File: config.mk
export PLATFORM = sky130hd
export DESIGN_NAME = uart_rx_fifo
export DESIGN_NICKNAME = d
export VERILOG_FILES = /design/src/rtl/uart_rx_fifo.sv
export SDC_FILE = /design/constraint.sdc
export NUM_CORES = 1
export LEC_CHECK = 0
export CAP_MARGIN = 0
export CORE_MARGIN = 2
export CORE_UTILIZATION = 61
export CTS_BUF_LIST = sky130_fd_sc_hd__clkbuf_4
export CTS_CLUSTER_SIZE = 10
export DETAILED_ROUTE_END_ITERATION = 7
export GPL_TIMING_DRIVEN = 0
export HOLD_SLACK_MARGIN = 0.15
export PLACE_DENSITY = 0.85
export SLEW_MARGIN = 20
export SYNTH_ARGS = -nofsm -noshare
export SYNTH_HDL_FRONTEND = slang
export SYNTH_SLANG_ARGS = --single-unit
File: constraint.sdc
create_clock -name clk -period 3.8 [get_ports clk]
set_clock_uncertainty 0.2 [all_clocks]
set_input_delay 0.95 -clock clk [delete_from_list [all_inputs] [get_ports clk]]
set_output_delay 0.95 -clock clk [all_outputs]
set_load 0.03 [all_outputs]
File: src/rtl/uart_rx_fifo.sv
// rtl/uart_rx_fifo.sv - UART receive FIFO with rx_done synchroniser, status flags and threshold interrupt
//
// Purpose: takes bytes completed by the UART receiver (rx_done pulse, tick
// domain), synchronises the pulse into clk, and stores the bytes in a
// first-word-fall-through FIFO that the bus logic reads.
//
// Ports:
//   clk        system clock, rising edge
//   rst        asynchronous active-low reset
//   rx_data    received byte, stable while rx_done is high (and a bit after)
//   rx_done    byte-complete flag, asynchronous to clk
//   rd_en      pop the head byte (ignored when empty)
//   clr_ovr    clear the sticky overrun flag
//   irq_en     interrupt enable
//   rx_thresh  fill threshold for irq (0 behaves as 1)
//   rd_data    head byte, 8'h00 when empty
//   empty      count == 0
//   full       count == DEPTH
//   count      stored bytes, 0..DEPTH
//   overrun    sticky: a byte was dropped because the FIFO was full
//   irq        registered irq_en & ((count >= threshold) | overrun)
module uart_rx_fifo #(
  parameter int DEPTH = 16,
  parameter int AW    = 4
) (
  input  logic          clk,
  input  logic          rst,
  input  logic [7:0]    rx_data,
  input  logic          rx_done,
  input  logic          rd_en,
  input  logic          clr_ovr,
  input  logic          irq_en,
  input  logic [AW:0]   rx_thresh,
  output logic [7:0]    rd_data,
  output logic          empty,
  output logic          full,
  output logic [AW:0]   count,
  output logic          overrun,
  output logic          irq
);

  localparam logic [AW:0] DEPTH_C = (AW+1)'(DEPTH);
  localparam logic [AW:0] ONE_C   = (AW+1)'(1);

  logic          s1, s2, s3;
  logic [7:0]    mem [DEPTH];
  logic [AW-1:0] wr_ptr, rd_ptr;
  logic [AW:0]   cnt_q;

  logic          push;
  logic          do_pop;
  logic          accept;
  logic          drop;
  logic [AW:0]   eff_thresh;

  // s1/s2 resynchronise the asynchronous flag, s3 remembers the previous
  // synchronised level so a long rx_done still yields a single push.
  assign push   = s2 & ~s3;
  assign do_pop = rd_en & (cnt_q != '0);
  // A pop in the same cycle frees the slot, so a push into a full FIFO is
  // only dropped when nothing is being read out.
  assign accept = push & ((cnt_q != DEPTH_C) | do_pop);
  assign drop   = push & (cnt_q == DEPTH_C) & ~do_pop;

  assign eff_thresh = (rx_thresh == '0) ? ONE_C : rx_thresh;

  always_ff @(posedge clk or negedge rst) begin
    if (!rst) begin
      s1      <= 1'b0;
      s2      <= 1'b0;
      s3      <= 1'b0;
      wr_ptr  <= '0;
      rd_ptr  <= '0;
      cnt_q   <= '0;
      overrun <= 1'b0;
      irq     <= 1'b0;
    end else begin
      s1 <= rx_done;
      s2 <= s1;
      s3 <= s2;

      if (accept) wr_ptr <= wr_ptr + 1'b1;
      if (do_pop) rd_ptr <= rd_ptr + 1'b1;

      if (accept && !do_pop)      cnt_q <= cnt_q + 1'b1;
      else if (do_pop && !accept) cnt_q <= cnt_q - 1'b1;

      // Set has priority over clear so a drop is never lost.
      if (drop)         overrun <= 1'b1;
      else if (clr_ovr) overrun <= 1'b0;

      // Built from the registered count/overrun, so irq trails them by one edge.
      irq <= irq_en & ((cnt_q >= eff_thresh) | overrun);
    end
  end

  // Storage is deliberately left unreset.
  always_ff @(posedge clk) begin
    if (accept) mem[wr_ptr] <= rx_data;
  end

  assign count   = cnt_q;
  assign empty   = (cnt_q == '0);
  assign full    = (cnt_q == DEPTH_C);
  assign rd_data = empty ? 8'h00 : mem[rd_ptr];

endmodule

Word-level counts from Yosys, hierarchy flattened
Memory sizes are Yosys's and may differ from the RTL's.
Index checks and enable logic that the tools add are counted.
Storage, ports and cells
  bits in registers: 18
  latch bits: 0
  memory bits (writable): 128
  ROM bits: 0
  input bits: 19
  output and inout port bits: 17
  word-level logic and storage cells: 43
  memories: 1
Cells by class
  $add $sub $neg: 4
  multiply operators: 0
  divide/modulo/power cells: 0
  order comparisons: 1
  eq/ne operators: 2
  shift-type cells: 0
  multiplexer cells: 8
  bitwise gates (word level): 10
  reduce and logical (&&, ||, !) cells: 9
Memory list
  mem: depth 16, width 8, read ports 1, clocked after memory_dff 0, wr ports 1, RTL line 46  | logic [7:0] mem [DEPTH];
Operators with widths (count)
  $mux 5: 3
  $logic_not 5->1: 2
  $add 4x1->4 const B: 2
  $mux 8: 1
  $and 1x1->1: 6
  $add 5x1->5 const B: 1
  $eq 5x5->1 const B: 1
  $ge 5x5->1: 1
  $ne 5x5->1 const B: 1
  $reduce_bool 5->1: 1
  $sub 5x1->5 const B: 1
  $mux 1: 4
  $reduce_bool 2->1: 2
  $logic_and 1x1->1: 2
  $logic_not 1->1: 2
  $not 1->1: 2
  $or 1x1->1: 2

Longest topological paths before layout
Gate-level depths: netlist of run 1.
  depth in word-level cells: 8
  depth in mapped cells: 10
  gate-level depth less buffers: 10

Worst setup path before layout of run 1
Ideal clock, no wire load.
  path type: flip-flop to output port
  from: register cnt_q[0], in the netlist count[0]
  to: output rd_data[0]
  data arrival time: 2.059 ns
  data required time: 2.650 ns
  setup slack: 0.591 ns
  cell stages (with the launch flop): 5
  buffers on the path: 0
  cell sequence: dfrtp_1 -> nor4_1 -> nand2b_1 -> clkinv_1 -> a211oi_1
On the way
  cells in the longest elaborated chain, start to end: 2
RTL lines
  start: declaration: RTL line 48  | logic [AW:0] cnt_q;
  start signal: assignment: RTL line 85  | if (accept && !do_pop) cnt_q <= cnt_q + 1'b1;
  start signal: assignment: RTL line 86  | else if (do_pop && !accept) cnt_q <= cnt_q - 1'b1;
  $logic_not 5->1: RTL line 103  | assign empty = (cnt_q == '0);
  net empty: RTL line 35  | output logic empty,
  $mux 8: RTL line 105  | assign rd_data = empty ? 8'h00 : mem[rd_ptr];
  end: declaration: RTL line 34  | output logic [7:0] rd_data,
The timed path passes the listed nets, and every way through them passes these cells.

Final worst setup path of run 1
  from: register rd_ptr[1]
  to: output rd_data[3]
On the way
  cells in the longest elaborated chain, start to end: 2
RTL lines
  start: declaration: RTL line 47  | logic [AW-1:0] wr_ptr, rd_ptr;
  start signal: assignment: RTL line 83  | if (do_pop) rd_ptr <= rd_ptr + 1'b1;
  $mem_v2 16x8
  $mux 8: RTL line 105
Every way passes these cells.

==> out/qor.yml, run 1 <==
setup_path:
  end_kind: "output port"
  timing.critical_path.cells: "buf_6, buf_12, mux4_1, a211oi_1, a211oi_1, buf_2"
  start_kind: "flip-flop"
  cpPeakStageDelay_ns: 0.61
  cp_data_required_time_ns: 2.65
  reg2reg_setup_slack_ns: 0.38
  worstSetupPathType: "flip-flop to output port"
  critical_path.n_buffers_inverters: 3
  cp_data_arrival_time_ns: 2.58
  top_family_by_delay_on_critical_path: "multiplexers"
  critical-path-top-cell-by-count: "sky130_fd_sc_hd__a211oi_1"
  critPathMaxFanout: 10
  crit_path_slowest_cell: "sky130_fd_sc_hd__mux4_1"
synthesis:
  synth.avg_cell_area_um2: 18.9
  synthDistinctLibCells: 40
  synthCells: 324
  ys_dominant_reg_cell: "sky130_fd_sc_hd__edfxtp_1"
  synth.top_cells.by_area: "sky130_fd_sc_hd__edfxtp_1 63%, sky130_fd_sc_hd__dfrtp_1 7.4%, sky130_fd_sc_hd__mux4_2 7.4%"
  synthesis.yosys.warnings: 0
  proportion_of_register_bits_with_asynchronous_set_or_reset_after_synthesis_pct: 12.3
  synth_nets: 358
  synthDominantCellAreaShare_pct: 62.8
  post_synthesis_cell_area_mm2: 0.00612
  ys_ff_latch: 146
  synth-seq-area-share_pct: 70.1
  post_synth_edffs: 128
  yosysTopAreaCell: "sky130_fd_sc_hd__edfxtp_1"
drt:
  dr.first_iter.drc_count: 258
  wl_per_cell_um: 23.1
  post-route-drc-count: 0
  detail_route.vias_per_cell: 6.17
  dr.pass1.iters: 5
  routed_wirelength_mm: 12.1
  route.vias.total: 3231
  count_of_antenna_violating_nets_left_after_detailed_routing: 0
clocking:
  path_clk_slew_ns: 0.12
  cts_sinks: 146
  postCtsSetupBuffers: 0
  tritoncts_clock_tree: "done"
  worstSkewPairLatency_ns: 0.54
  cts-htree-levels: 4
  cts_max_path_buffers: 2
  post_cts_hold_buffer_count: 0
  cts_inserted_buffers: 17
  cts-root-buf: "sky130_fd_sc_hd__clkbuf_4"
timing:
  final_period_minus_worst_setup_slack_ns: 3.73
  worst-slew-pin-transition_ns: 0.842
  timing.final.crit_share_pct: 98.0
  setup_viol: 0
  max_fclk_mhz: 268
  finalHoldViolCount: 0
  slew_violations: 0
  timing.max_slew.rel_slack_pct: 43.7
  unrepaired_setup_endpoints_after_global_routing: "yes"
  fin_worst_hold_slack_ns: 0.166
power_and_ir_drop:
  sequentialPowerShare_pct: 40.2
  leakagePower_uw: 0.00243
  power.share.switching_pct: 36.6
  vdd_ir_drop_max_v: 0.000332
  p_sw_uw: 1810
  power.density_mw_per_mm2: 714
  power_frac_comb_pct: 40.0
  internal_power_uw: 3140
  clock_share_of_power_pct: 19.7
  total_power_uw: 4960
global_routing:
  first_global_vias: 3221
  grt.total_usage_pct: 23.8
  grt_pass1_wl_mm: 18.5
  grt_max_degree: 19
  grt.overflow.total: 0
  antenna_violations_before_repair: 0
job:
  cap_violations: 0
final_layout:
  diodes: 0
  fraction_of_layout_cells_with_a_size_suffix_above_1_pct: 21.0
  area_growth_pct: 13.4
  nets: 412
min_path:
  worst_hold_path_type: "flip-flop to flip-flop"
die:
  die_w_um: 104
  start_util_pct: 62.6
  dieArea_mm2: 0.0109
  floorplan.rows: 36
  io_pins: 36
  core_mm2: 0.00977
  die_y_extent_um: 104
place:
  detailedPlacementHpwl_mm: 8.15
  portBuffers: 35
  finalWeightedCongestion: 0.842
run_status:
  outcome: "finished clean"
[cells in the mapped netlist, types with 2 or more instances]
cell type                  instances
sky130_fd_sc_hd__and3_1            7
sky130_fd_sc_hd__clkbuf_1          5
sky130_fd_sc_hd__and4_1            4
sky130_fd_sc_hd__nand2b_1          3
sky130_fd_sc_hd__buf_2             6
sky130_fd_sc_hd__o21ai_0           5
sky130_fd_sc_hd__a211oi_1         16
sky130_fd_sc_hd__xnor2_1           8
sky130_fd_sc_hd__mux4_2           20
sky130_fd_sc_hd__ha_1             14
sky130_fd_sc_hd__and2_1            7
sky130_fd_sc_hd__mux4_1           12
sky130_fd_sc_hd__mux2i_1           9
sky130_fd_sc_hd__mux2_2            2
sky130_fd_sc_hd__nor2b_1           9
sky130_fd_sc_hd__nand3_1           4
sky130_fd_sc_hd__buf_4             4
sky130_fd_sc_hd__a21oi_1           3
sky130_fd_sc_hd__inv_1            10
sky130_fd_sc_hd__edfxtp_1        128
sky130_fd_sc_hd__dfrtp_1          18
sky130_fd_sc_hd__nand2_1           8
sky130_fd_sc_hd__nor3_1            3
sky130_fd_sc_hd__a21o_1            3
[cell type report]
cell class              count  area (um^2)
clock inverters            14          153
flip-flops and latches    146         4290
plain buffers              17          116
fillers                   607         2830
repair buffers             35          319
inverters                  11         41.3
well taps                 133          166
multi-input cells         150         1720
clock buffers              18          135
[path summary, 6_finish.rpt]
path,end,start,cells after the start
worst max-delay path,rd_data[3],rd_ptr[1],6
worst min-delay path,s2,s1,0
worst max register to register,count[4],count[1],9
worst min register to register,s2,s1,0
max in group asynchronous,wr_ptr[1],rst,1
min in group asynchronous,irq,rst,1
[flip-flops by register name, indices dropped and copies added, names as in the netlist]
| name | flops |
|---|---|
| mem | 128 |
| count | 5 |
| rd_ptr | 4 |
| wr_ptr | 4 |
| irq | 1 |
| overrun | 1 |
| s1 | 1 |
| s2 | 1 |
| s3 | 1 |
[power groups by stage]
stage | Combinational [uW] | Clock [uW] | Sequential [uW]
after floorplan | 1300 | 0 | 2060
after global placement | 1930 | 0 | 2010
after detailed placement | 1980 | 0 | 2030
after CTS | 1990 | 989 | 1990
after global routing | 2100 | 1050 | 2010
final | 1980 | 978 | 2000
[logic make-up (layout without fill, tap and decap cells)]
family                   Yosys count  after routing  synth area share, %
adder cells (fa/ha/maj)           15             15                 3.19
buffers and inverters             28             95                 2.47
multiplexers                      43             43                 14.3
AND/OR/NAND/NOR                   50             50                 4.82
XOR/XNOR                           9              9                 1.29
AO/OA/AOI/OAI                     33             33                 3.74
flip-flops                       146            146                 70.1
[metal layers]
layer  track usage (%)  vias up  part of all wire (%)
met5                 0        -                     0
met4              8.88        0                   2.6
met3              4.82       27                   6.7
met2              37.8      143                    50
met1              33.4     1644                    40
li1                  -     1417                     -
[per-stage QoR]
stage	instances	area, um^2	setup slack, ns	utilization (%)	TNS [ns]
finish	524	6940	0.0746	71.0	0
global route	524	6940	-0.0181	71.0	-0.0181
CTS	524	6960	-0.00239	71.2	-0.00422
detailed placement	492	6640	-0.462	67.9	-0.605
global placement	492	6640	-0.315	67.9	-0.397
floorplan	324	6120	0.591	-	0
[cell usage in the layout, fill, tap and decap left out, drive strengths merged, types with 4 or more instances in the layout]
cell type	instances
edfxtp	128
mux4	32
clkdlybuf4s50	26
clkbuf	25
dfrtp	18
buf	17
a211oi	16
inv	15
ha	14
mux2i	9
nor2b	9
nand2	8
xnor2	8
and2	7
and3	7
o21ai	5
clkinv	5
and4	4
nand3	4
[what timing repair did]
| item | 4_1_cts | 5_1_grt |
|---|---|---|
| setup endpoints to repair | 9 | 9 |
| cloned | 0 | 0 |
| gates resized for setup | 35 | 18 |
Note: power is estimated with default switching activity, not from simulation.
==> inputs of run 2 (changes only) <==
--- a/config.mk
+++ b/config.mk
@@ -11,7 +11,6 @@
 export CTS_BUF_LIST = sky130_fd_sc_hd__clkbuf_4
 export CTS_CLUSTER_SIZE = 10
 export DETAILED_ROUTE_END_ITERATION = 7
-export GPL_TIMING_DRIVEN = 0
 export HOLD_SLACK_MARGIN = 0.15
 export PLACE_DENSITY = 0.85
 export SLEW_MARGIN = 20
==> run 2 against run 1 <==
Effect of this change: sequential power rose by 3%; register-to-register slack improved by 0.20 ns; combinational power fell by 6%; utilization fell by 0.14 points; critical path depth did not move; maximum frequency rose by 0.21%; non-clock buffer count fell by 11; design area fell by 0.20%; setup slack improved by 0.0078 ns; count of clock-buffer cells in the layout did not move; hold slack improved by 0.017 ns; critical endpoint is now rd_data[0]; largest cell class unchanged.
==> out/qor.yml, run 2 (same netlist as run 1, synthesis figures left out) <==
drt:
  route.vias.total: 3212  # -0.59%
  wl_per_cell_um: 23.0  # -0.33%
  routed_wirelength_mm: 11.8  # -2.6%
  count_of_antenna_violating_nets_left_after_detailed_routing: 0  # unchanged
  dr.pass1.iters: 5  # unchanged
  post-route-drc-count: 0  # unchanged
  dr.first_iter.drc_count: 241  # -6.6%
  detail_route.vias_per_cell: 6.27  # +1.7%
clocking:
  cts-root-buf: "sky130_fd_sc_hd__clkbuf_4"
  postCtsSetupBuffers: 0  # unchanged
  cts_sinks: 146  # unchanged
  worstSkewPairLatency_ns: 0.51  # -0.03 ns
  cts_max_path_buffers: 2  # unchanged
  tritoncts_clock_tree: "done"
  cts-htree-levels: 4  # unchanged
  path_clk_slew_ns: 0.12  # about the same
  cts_inserted_buffers: 17  # unchanged
setup_path:
  timing.reg2reg.worst_path_depth: 9  # unchanged
  reg2reg_setup_slack_ns: 0.58  # +0.20 ns
  cpPeakStageDelay_ns: 0.57  # -0.04 ns
  reg2reg_to: "count[4]"
  cp_data_arrival_time_ns: 2.57  # about the same
  critPathMaxFanout: 18  # +8
  crit_path_slowest_cell: "sky130_fd_sc_hd__mux4_1"
  cp_data_required_time_ns: 2.65  # about the same
  timing.critical_path.cells: "buf_12, mux4_1, nor2b_1, a211oi_2, a211oi_1, clkdlybuf4s15_2"
  worstSetupPathType: "flip-flop to output port"
  end_kind: "output port"
  start_kind: "flip-flop"
  rr_startpoint: "count[1]"
global_routing:
  grt_max_degree: 36  # +17
  grt.total_usage_pct: 22.9  # -0.89 points
  antenna_violations_before_repair: 0  # unchanged
  grt.overflow.total: 0  # unchanged
  first_global_vias: 3245  # +0.75%
  grt_pass1_wl_mm: 17.9  # -2.9%
power_and_ir_drop:
  vdd_ir_drop_max_v: 0.000353  # +6.5%
  leakagePower_uw: 0.00241  # -0.93%
  power.density_mw_per_mm2: 707  # -1.0%
final_layout:
  fraction_of_layout_cells_with_a_size_suffix_above_1_pct: 19.5  # -1.4 points
  highest_count_cells_in_the_layout_ignoring_fill_and_taps: "128 x sky130_fd_sc_hd__edfxtp_1, 26 x sky130_fd_sc_hd__clkdlybuf4s50_1, 20 x sky130_fd_sc_hd__mux4_2"
  registers.top_by_ff_count: "mem"
  area_growth_pct: 13.2
  diodes: 0  # unchanged
  nets: 401  # -2.7%
  finish.cell_count_without_fillers: 512  # -2.3%
  layout.cells.most_common: "sky130_fd_sc_hd__edfxtp_1"
  largest_register_ff_count: 128  # unchanged
die:
  dieArea_mm2: 0.0109  # unchanged
  die_w_um: 104  # unchanged
  io_pins: 36  # unchanged
  core_mm2: 0.00977  # unchanged
  floorplan.rows: 36  # unchanged
  die_y_extent_um: 104  # unchanged
  start_util_pct: 62.6  # unchanged
min_path:
  hold-path-cell-count: 0  # unchanged
  timing.hold.worst_endpoint: "s2"
  worst_hold_path_type: "flip-flop to flip-flop"
  holdCritStartpoint: "s1"
timing:
  timing.final.crit_share_pct: 97.8  # -0.21 points
  finalHoldViolCount: 0  # unchanged
  final_period_minus_worst_setup_slack_ns: 3.72  # -0.00784 ns
  unrepaired_setup_endpoints_after_global_routing: "yes"
  setup_tns_ns: 0  # unchanged
  setup_viol: 0  # unchanged
  timing.max_slew.rel_slack_pct: 42.4  # -1.3 points
  max_fclk_mhz: 269  # +0.21%
  slew_violations: 0  # unchanged
  worst-slew-pin-transition_ns: 0.861  # +0.0195 ns
place:
  placed_cells_incl_taps: 480  # -2.4%
  finalWeightedCongestion: 0.806  # -4.3%
  portBuffers: 35  # unchanged
  detailedPlacementHpwl_mm: 7.32  # -10%
job:
  cap_violations: 0  # unchanged
run_status:
  outcome: "finished clean"
==> run 2: worst max-delay path by stage <==
stage	startpoint	to	slack, ns	cells after the start
2_1_floorplan	count[0]	rd_data[0]	0.59	4
3_3_place_gp	rd_ptr[1]	rd_data[7]	0.21	6
3_5_place_dp	rd_en	count[4]	0.07	9
4_1_cts	rd_ptr[1]	rd_data[3]	-0.03	6
5_1_grt	rd_ptr[1]	rd_data[0]	-0.02	6
6_report	rd_ptr[1]	rd_data[0]	0.08	6
==> run 2: cell type report <==
cell class | instances | area [um^2]
Inverter | 11 | 41.3
Clock inverter | 13 | 153
Clock buffer | 18 | 135
Fill cell | 599 | 2840
Tap cell | 133 | 166
Sequential cell | 146 | 4300
Multi-Input combinational cell | 150 | 1710
Timing Repair Buffer | 41 | 432
==> run 2: critical path, delay by kind of cell, from the launching register on <==
kind / cells / cell delay [ns]
mux: 1 / 0.57
buf+inv: 2 / 0.55
compound gates: 2 / 0.34
flops: 1 / 0.44
simple gates: 1 / 0.16
==> run 2: report_power, final <==
part,internal (uW),switching (uW),leakage [uW],total (uW)
clock network,407,568,0.000147,975
logic,856,1010,0.000896,1870
registers,1890,162,0.00137,2060
==> run 2: metrics by stage <==
step	hold WS (ns)	cell area (um^2)	worst slack, ns	total power (uW)	util, %
after floorplan	0.131	6120	0.591	3360	-
after global placement	0.135	6600	0.214	3900	67.6
after detailed placement	0.153	6600	0.0660	3960	67.6
after CTS	0.183	6920	-0.0333	4900	70.8
after global routing	0.197	6930	-0.0164	5130	70.9
final	0.183	6930	0.0824	4900	70.9
==> run 2: per-layer routing <==
layer	wire length (um)	GRT usage (%)
met5	0	0
met4	191	9.56
met3	744	3.76
met2	6050	37.0
met1	4800	31.7
==> run 2: repair_timing <==
item	CTS	global route
gates resized for setup	31	13
hold buffers	0	0
setup endpoints to repair	9	8
pin swaps	0	0
cloned	0	1
==> inputs of run 3 (changes only) <==
--- a/config.mk
+++ b/config.mk
@@ -5,7 +5,7 @@
 export SDC_FILE = /design/constraint.sdc
 export NUM_CORES = 1
 export LEC_CHECK = 0
-export CAP_MARGIN = 0
+export CAP_MARGIN = 20
 export CORE_MARGIN = 2
 export CORE_UTILIZATION = 61
 export CTS_BUF_LIST = sky130_fd_sc_hd__clkbuf_4
==> results of run 3 <==
The final DEF is identical to that of run 2; final timing and power are the same.
